File: config.mk
export PLATFORM = sky130hd
export DESIGN_NAME = mem_port_arbiter
export DESIGN_NICKNAME = d
export VERILOG_FILES = /design/src/rtl/mem_port_arbiter.sv
export SDC_FILE = /design/constraint.sdc
export NUM_CORES = 1
export LEC_CHECK = 0
export CAP_MARGIN = 40
export CORE_MARGIN = 1.5
export CORE_UTILIZATION = 43
export CTS_BUF_LIST = sky130_fd_sc_hd__clkbuf_2
export DETAILED_ROUTE_END_ITERATION = 12
export PLACE_DENSITY = 0.82
export RECOVER_POWER = 100
export SETUP_SLACK_MARGIN = 0.3
export SYNTH_ARGS = -nofsm -noshare
export SYNTH_HDL_FRONTEND = slang
export SYNTH_SLANG_ARGS = --single-unit
File: constraint.sdc
create_clock -name clk -period 5.3 [get_ports clk]
set_input_delay 1.06 -clock clk [delete_from_list [all_inputs] [get_ports clk]]
set_output_delay 1.06 -clock clk [all_outputs]
set_load 0.02 [all_outputs]
File: src/rtl/mem_port_arbiter.sv
// ============================================================================
// Module   : mem_port_arbiter
// Purpose  : Shares one memory port between fetch and load/store requesters,
//            favouring load/store but bounding fetch starvation.
// Revision : 1.0
// ============================================================================
`default_nettype none

module mem_port_arbiter #(
    parameter int WORD_SIZE  = 32,
    parameter int STARVE_MAX = 4
) (
    input  logic                 clk,
    input  logic                 rst,
    input  logic                 if_req,
    input  logic [WORD_SIZE-1:0] if_addr,
    output logic                 if_gnt,
    output logic                 if_rvalid,
    output logic [WORD_SIZE-1:0] if_rdata,
    input  logic                 ls_req,
    input  logic                 ls_we,
    input  logic [3:0]           ls_be,
    input  logic [WORD_SIZE-1:0] ls_addr,
    input  logic [WORD_SIZE-1:0] ls_wdata,
    output logic                 ls_gnt,
    output logic                 ls_rvalid,
    output logic [WORD_SIZE-1:0] ls_rdata,
    output logic                 mem_req,
    output logic                 mem_we,
    output logic [3:0]           mem_be,
    output logic [WORD_SIZE-1:0] mem_addr,
    output logic [WORD_SIZE-1:0] mem_wdata,
    input  logic                 mem_ack,
    input  logic [WORD_SIZE-1:0] mem_rdata
);

    localparam logic [3:0] C_STARVE_MAX = 4'(STARVE_MAX);

    typedef enum logic [1:0] {
        ST_IDLE    = 2'd0,
        ST_BUSY_IF = 2'd1,
        ST_BUSY_LS = 2'd2
    } state_t;

    state_t                 r_state;
    state_t                 w_state_nxt;
    logic [3:0]             r_starve;
    logic                   w_idle;
    logic                   w_if_win;
    logic                   w_if_gnt;
    logic                   w_ls_gnt;
    logic                   r_mem_req;
    logic                   r_mem_we;
    logic [3:0]             r_mem_be;
    logic [WORD_SIZE-1:0]   r_mem_addr;
    logic [WORD_SIZE-1:0]   r_mem_wdata;
    logic                   r_if_rvalid;
    logic                   r_ls_rvalid;
    logic [WORD_SIZE-1:0]   r_if_rdata;
    logic [WORD_SIZE-1:0]   r_ls_rdata;

    assign w_idle   = (r_state == ST_IDLE);
    assign w_if_win = if_req && (!ls_req || (r_starve == C_STARVE_MAX));
    // Grants are combinational, so they are masked while reset is held.
    assign w_if_gnt = w_idle && !rst && w_if_win;
    assign w_ls_gnt = w_idle && !rst && ls_req && !w_if_win;

    always_comb begin
        w_state_nxt = r_state;
        case (r_state)
            ST_IDLE: begin
                if (w_if_gnt)      w_state_nxt = ST_BUSY_IF;
                else if (w_ls_gnt) w_state_nxt = ST_BUSY_LS;
            end
            ST_BUSY_IF, ST_BUSY_LS: begin
                if (mem_ack) w_state_nxt = ST_IDLE;
            end
            default: w_state_nxt = ST_IDLE;
        endcase
    end

    always_ff @(posedge clk or posedge rst) begin
        if (rst) r_state <= ST_IDLE;
        else     r_state <= w_state_nxt;
    end

    always_ff @(posedge clk or posedge rst) begin
        if (rst) begin
            r_starve <= 4'd0;
        end else if (w_if_gnt) begin
            r_starve <= 4'd0;
        end else if (w_ls_gnt && if_req && (r_starve != C_STARVE_MAX)) begin
            r_starve <= r_starve + 4'd1;
        end
    end

    always_ff @(posedge clk or posedge rst) begin
        if (rst) begin
            r_mem_req   <= 1'b0;
            r_mem_we    <= 1'b0;
            r_mem_be    <= 4'd0;
            r_mem_addr  <= '0;
            r_mem_wdata <= '0;
            r_if_rvalid <= 1'b0;
            r_ls_rvalid <= 1'b0;
            r_if_rdata  <= '0;
            r_ls_rdata  <= '0;
        end else begin
            r_if_rvalid <= 1'b0;
            r_ls_rvalid <= 1'b0;
            if (w_if_gnt) begin
                r_mem_req   <= 1'b1;
                r_mem_we    <= 1'b0;
                r_mem_be    <= 4'b1111;
                r_mem_addr  <= if_addr;
                r_mem_wdata <= '0;
            end else if (w_ls_gnt) begin
                r_mem_req   <= 1'b1;
                r_mem_we    <= ls_we;
                r_mem_be    <= ls_be;
                r_mem_addr  <= ls_addr;
                r_mem_wdata <= ls_wdata;
            end else if (!w_idle && mem_ack) begin
                // Command fields keep their last value; only mem_req drops.
                r_mem_req <= 1'b0;
                if (r_state == ST_BUSY_IF) begin
                    r_if_rvalid <= 1'b1;
                    r_if_rdata  <= mem_rdata;
                end else begin
                    r_ls_rvalid <= 1'b1;
                    r_ls_rdata  <= mem_rdata;
                end
            end
        end
    end

    assign if_gnt    = w_if_gnt;
    assign ls_gnt    = w_ls_gnt;
    assign if_rvalid = r_if_rvalid;
    assign ls_rvalid = r_ls_rvalid;
    assign if_rdata  = r_if_rdata;
    assign ls_rdata  = r_ls_rdata;
    assign mem_req   = r_mem_req;
    assign mem_we    = r_mem_we;
    assign mem_be    = r_mem_be;
    assign mem_addr  = r_mem_addr;
    assign mem_wdata = r_mem_wdata;

endmodule

`default_nettype wire
## Word-level counts from Yosys, hierarchy flattened

Index checks and enable logic that the tools add are counted.
Widths: inputs -> output; s select.

| word-level totals | value |
|---|---|
| memories | 0 |
| bits in latches | 0 |
| word-level logic and storage cells | 67 |
| bits in writable memories | 0 |
| output and inout bits | 138 |
| memory bits (read-only) | 0 |
| bits in registers | 142 |

| operators by class | value |
|---|---|
| bitwise operators | 3 |
| reduce and logical (&&, ||, !) cells | 21 |
| mux-type cells | 25 |
| $lt $le $gt $ge | 0 |
| multipliers | 0 |
| equal/unequal tests | 6 |
| div/mod/pow operators | 0 |
| shift operators | 0 |
| add/sub/neg operators | 1 |

Operator list:

| operator | number |
|---|---|
| $mux 32 | 4 |
| $mux 4 | 4 |
| $mux 1 | 13 |
| $logic_and 1x1->1 | 8 |
| $reduce_and 4->1 | 2 |
| $mux 2 | 3 |
| $add 4x1->4 const B | 1 |
| $eq 4x3->1 const B | 1 |
| $logic_not 1->1 | 4 |
| $ne 4x3->1 const B | 1 |
| $pmux 2 s2 | 1 |
| $reduce_bool 2->1 | 2 |
| $ne 3x2->1 const B | 1 |
| $not 1->1 | 3 |
| $reduce_bool 3->1 | 1 |
| $eq 2x1->1 const B | 1 |
| $eq 2x2->1 const B | 1 |
| $logic_not 2->1 | 1 |
| $ne 2x2->1 const B | 1 |
| $reduce_and 2->1 | 1 |
| $reduce_or 2->1 | 1 |
| $logic_or 1x1->1 | 1 |

## Depth between registers and ports, before layout

| logic depth | value |
|---|---|
| word-level depth | 9 |
| gate-level depth with buffers | 8 |
| depth with buffers taken out | 5 |

## Least setup slack after synthesis

No wires, ideal clock.

| path | value |
|---|---|
| path type | input-to-output |
| start | input rst |
| end | output if_gnt |
| path slack | 2.330 ns |
| stages | 4 |
| data arrival time | 1.910 ns |
| path buffers | 2 |
| data required time | 4.240 ns |
| path through | nand3b_1 -> a21oi_4 -> buf_4 -> buf_4 |

| on the way | value |
|---|---|
| longest elaborated chain between the ends | 3 |

Ends and longest elaborated chain:

| what | RTL line | source |
|---|---|---|
| start: declaration | 14 | `input logic rst,` |
| $logic_not 1->1 (no line) | - |  |
| $logic_and 1x1->1 (2 in a row) | 65 | `assign w_if_gnt = w_idle && !rst && w_if_win;` |
| end: declaration | 17 | `output logic if_gnt,` |

No other way between the ends.

## Worst setup path in the final report

| path | value |
|---|---|
| start | input rst |
| end | register r_state[1] |

| on the way | value |
|---|---|
| longest elaborated chain between the ends | 6 |

Ends and longest elaborated chain:

| what | RTL line | source |
|---|---|---|
| $logic_not 1->1 (no line) (*) | - |  |
| $logic_and 1x1->1 (*) | 65, 66 |  |
| $logic_and 1x1->1 (2 in a row) | 66 | `assign w_ls_gnt = w_idle && !rst && ls_req && !w_if_win;` |
| $ne 3x2->1 (no line) | - |  |
| $reduce_and 2->1 (no line) | - |  |
| end signal: assignment | 84 | `else r_state <= w_state_nxt;` |
| end: declaration | 45 | `state_t r_state;` |

Every way passes the cells marked *; elsewhere a longest branch is shown, timed or not.
A chain may end at the register's enable or synchronous reset.

==> summary.md <==
| Metric | Value |
|---|---|
| Area contributors post-synth | `dfrtp_1 60%, mux2_2 13%, a221o_1 5.4%` |
| Post-layout minimum cycle time | `4.383 ns` |
| Family with the most delay on the worst path | `buffers and inverters` |
| Core ar. | `13350 um^2` |
| Critical-path maximum fanout | `71` |
| Dpl ws | `1.375 ns` |
| Synth Instances | `461` |
| Top FF cell, synth | `dfrtp_1` |
| Final Setup Violations | `0` |
| Row count | `42` |
| Post-synth EDFFs | `0` |
| Layout cell share with drive strength beyond 1 | `14.61%` |
| Routed WL | `16640 um` |
| Final Cycle Share | `82.70%` |
| Drt pass-1 iters | `5` |
| Initial antenna violation count | `1` |
| Worst path bufs/invs | `2` |
| Initial DRC count | `303` |
| Port buffer count | `275` |
| CTS tree | `done` |
| Worst Max-Slew Pin Slew | `3.123 ns` |
| Root Driver | `clkbuf_2` |
| R2R Setup Slk | `1.24 ns` |
| Final Skew | `0.01837 ns` |
| Starting Density | `44.28%` |
| CTS Buf Count | `17` |
| Via count | `4908` |
| Critical Path RT | `5.77 ns` |
| Startpoint types | `input pin` |
| Relative slew slack | `-108.2%` |
| CTS clk-pin slew, worst paths | `0.19 ns` |
| Crit Path Class | `input pin to flip-flop` |
| Leak pwr | `3.999 nW` |
| Peak supply drop | `313.3 uV` |
| CTS Hold Buffers Added | `0` |
| Post-CTS Setup Repair Bufs | `0` |
| Crit path max-delay cell type | `clkbuf_1` |
| Post-cts resize count | `0` |
| Vias in the first global route | `5172` |
| Die footprint | `14460 um^2` |
| Worst path max stage delay | `2.20 ns` |
| Final Max Tran Viols | `256` |
| First-pass GRT wire length | `26280 um` |
| Yosys reg bits | `142` |
| Hold Path Stages | `2` |
| Via-to-Cell Ratio | `5.358` |
| Clk buf depth | `2` |
| Reg2reg start | `r_state[1]$_DFFE_PP0P_` |
| Routability cong. | `0.7681` |
| Post-route ant nets | `0` |
| IO Pins | `276` |
| Power Density | `569.3 nW/um^2` |
| Number of nets in the layout | `868` |
| Status | `finished, violations left` |
| Endpoint class of the critical path | `flip-flop` |
| Hold Path Class | `flip-flop to flip-flop` |
| Async SR Flop Fraction | `100.0%` |
| Setup TNS Final | `0 ns` |
| Critical path cell sequence | `dlygate4sd3_1 > nand3b_1 > a21oi_4 > clkbuf_1 > o32ai_1` |
| Final HPWL DP | `11960 um` |
| DRC | `0` |
| Largest net degree at the start of global routing | `81` |
| Slack of the critical path | `0.9166 ns` |
| Synth warn | `0` |
| CP arrival | `4.85 ns` |
| Area grow syn2layout | `52.90%` |
| Yosys top cell by area | `dfrtp_1` |
| Post-Route Utilization | `67.71%` |
| RSZ-0062 raised after global routing | `false` |
| Hold EP | `mem_req$_DFFE_PP0P_` |
| Hold Fails Final Rpt | `0` |
| Total Power | `5.145 mW` |
| Post-synthesis cell type count | `33` |
| Synthesized area | `5911 um^2` |
| WL/cell | `18.16 um` |
| H-tree depth | `4` |
| Mapped Avg Cell Area | `12.82 um^2` |
| Die width | `120.2 um` |
| Synth top area share | `60.12%` |
| Cell count of the worst reg-to-reg path | `6` |
| Seq/Total Area, Yosys | `60.12%` |
| MaxCap Viol Count | `5` |
| Total GRT Usage | `23.42%` |
| Skew-Pair Late Insertion Delay | `0.68 ns` |
| Total grt overflow | `0` |
| Most frequent cell after synthesis | `dfrtp_1` |
| Clk sinks | `142` |
| Failing checks | `capacitance limit, slew limit` |
| Reg2reg end | `r_state[1]$_DFFE_PP0P_` |
| Worst Min Path Start | `mem_req$_DFFE_PP0P_` |
| Syn Nets | `603` |
| Die H | `120.2 um` |
| Post-synth top cells | `142 x dfrtp_1, 66 x mux2_2, 35 x nand3_1` |
| Min Hold Slack | `0.5094 ns` |
| Max Freq | `228.1 MHz` |
## worst max-delay path by stage
stage               slack (ns)  cells past startpoint  start                 endpoint
floorplan                 0.43                      1    rst  if_rdata[0]$_DFFE_PP0P_
global placement          1.41                      4    rst                   if_gnt
detailed placement        1.38                      4    rst                   if_gnt
CTS                       1.37                      4    rst                   if_gnt
global route              0.68                      5    rst   r_state[1]$_DFFE_PP0P_
finish                    0.92                      5    rst   r_state[1]$_DFFE_PP0P_
## where the power goes
group | switching [mW] | total, mW | internal [mW] | leakage, nW
combinational | 1.35 | 2.61 | 1.26 | 2.07
sequential | 0.259 | 1.85 | 1.59 | 1.77
clock | 0.377 | 0.681 | 0.304 | 0.154
total | 1.99 | 5.14 | 3.15 | 4.00
## per-layer routing
layer / up-vias / track usage (%) / part of all wire [%]
met4: 0 / 9.485 / 2.6
met3: 32 / 7.500 / 7.5
met2: 208 / 40.79 / 53
met5: - / 0 / 0
li1: 2240 / - / -
met1: 2428 / 26.69 / 37
## layout make-up
| class | count | area, um^2 |
|---|---|---|
| multi-input combinational | 271 | 2125 |
| tap | 176 | 220.2 |
| fill | 998 | 4310 |
| sequential | 142 | 3553 |
| clock inverter | 14 | 173.9 |
| antenna | 1 | 2.502 |
| clock buffer | 18 | 90.09 |
| timing repair buffer | 285 | 2838 |
| inverter | 9 | 35.03 |
## metrics by stage
| step | instances | area (um^2) |
|---|---|---|
| final | 916 | 9037 |
| after global routing | 916 | 9037 |
| after CTS | 915 | 9076 |
| after detailed placement | 883 | 8812 |
| after global placement | 879 | 8735 |
| after floorplan | 461 | 5911 |
## worst reg2reg max path: stages (launching register included)
cell and delay (ns):
dfrtp_1 0.41, inv_1 0.10, ha_1 0.28, nand3b_1 0.26, a21oi_4 0.20, clkbuf_1 2.20, o32ai_1 0.40
## state kept, by name, summed over array words and instances (netlist names)
signal / flops
if_rdata: 32
ls_rdata: 32
mem_addr: 32
mem_wdata: 32
mem_be: 4
r_starve: 4
r_state: 2
if_rvalid: 1
ls_rvalid: 1
mem_req: 1
mem_we: 1
## cell usage in the layout, fill, tap and decap left out, drive strengths merged, types with 2 or more instances in the layout
cell type	synthesis	layout
dlygate4sd3	0	139
buf	27	5
a211o	4	4
clkdlybuf4s50	0	136
nand3	35	35
nor2	2	2
clkinvlp	0	3
dfrtp	142	142
ha	4	4
nor2b	2	2
nand3b	3	3
nand2	6	6
mux2	66	66
clkbuf	12	23
inv	9	8
clkinv	0	8
bufinv	0	4
a21boi	32	32
and3	4	4
a21oi	35	35
nand2b	2	2
a221o	32	32
o21ai	35	35
## kinds of logic (layout without fill, tap and decap cells)
family	after synthesis	count (layout)	synth area share, %
AO/OA/AOI/OAI	144	144	17.02
adder cells (fa/ha/maj)	4	4	0.8468
buffers and inverters	48	326	4.107
flip-flops	142	142	60.12
multiplexers	66	66	12.57
other	0	1	0
AND/OR/NAND/NOR	57	57	5.334
Note: power is estimated with default switching activity, not from simulation.
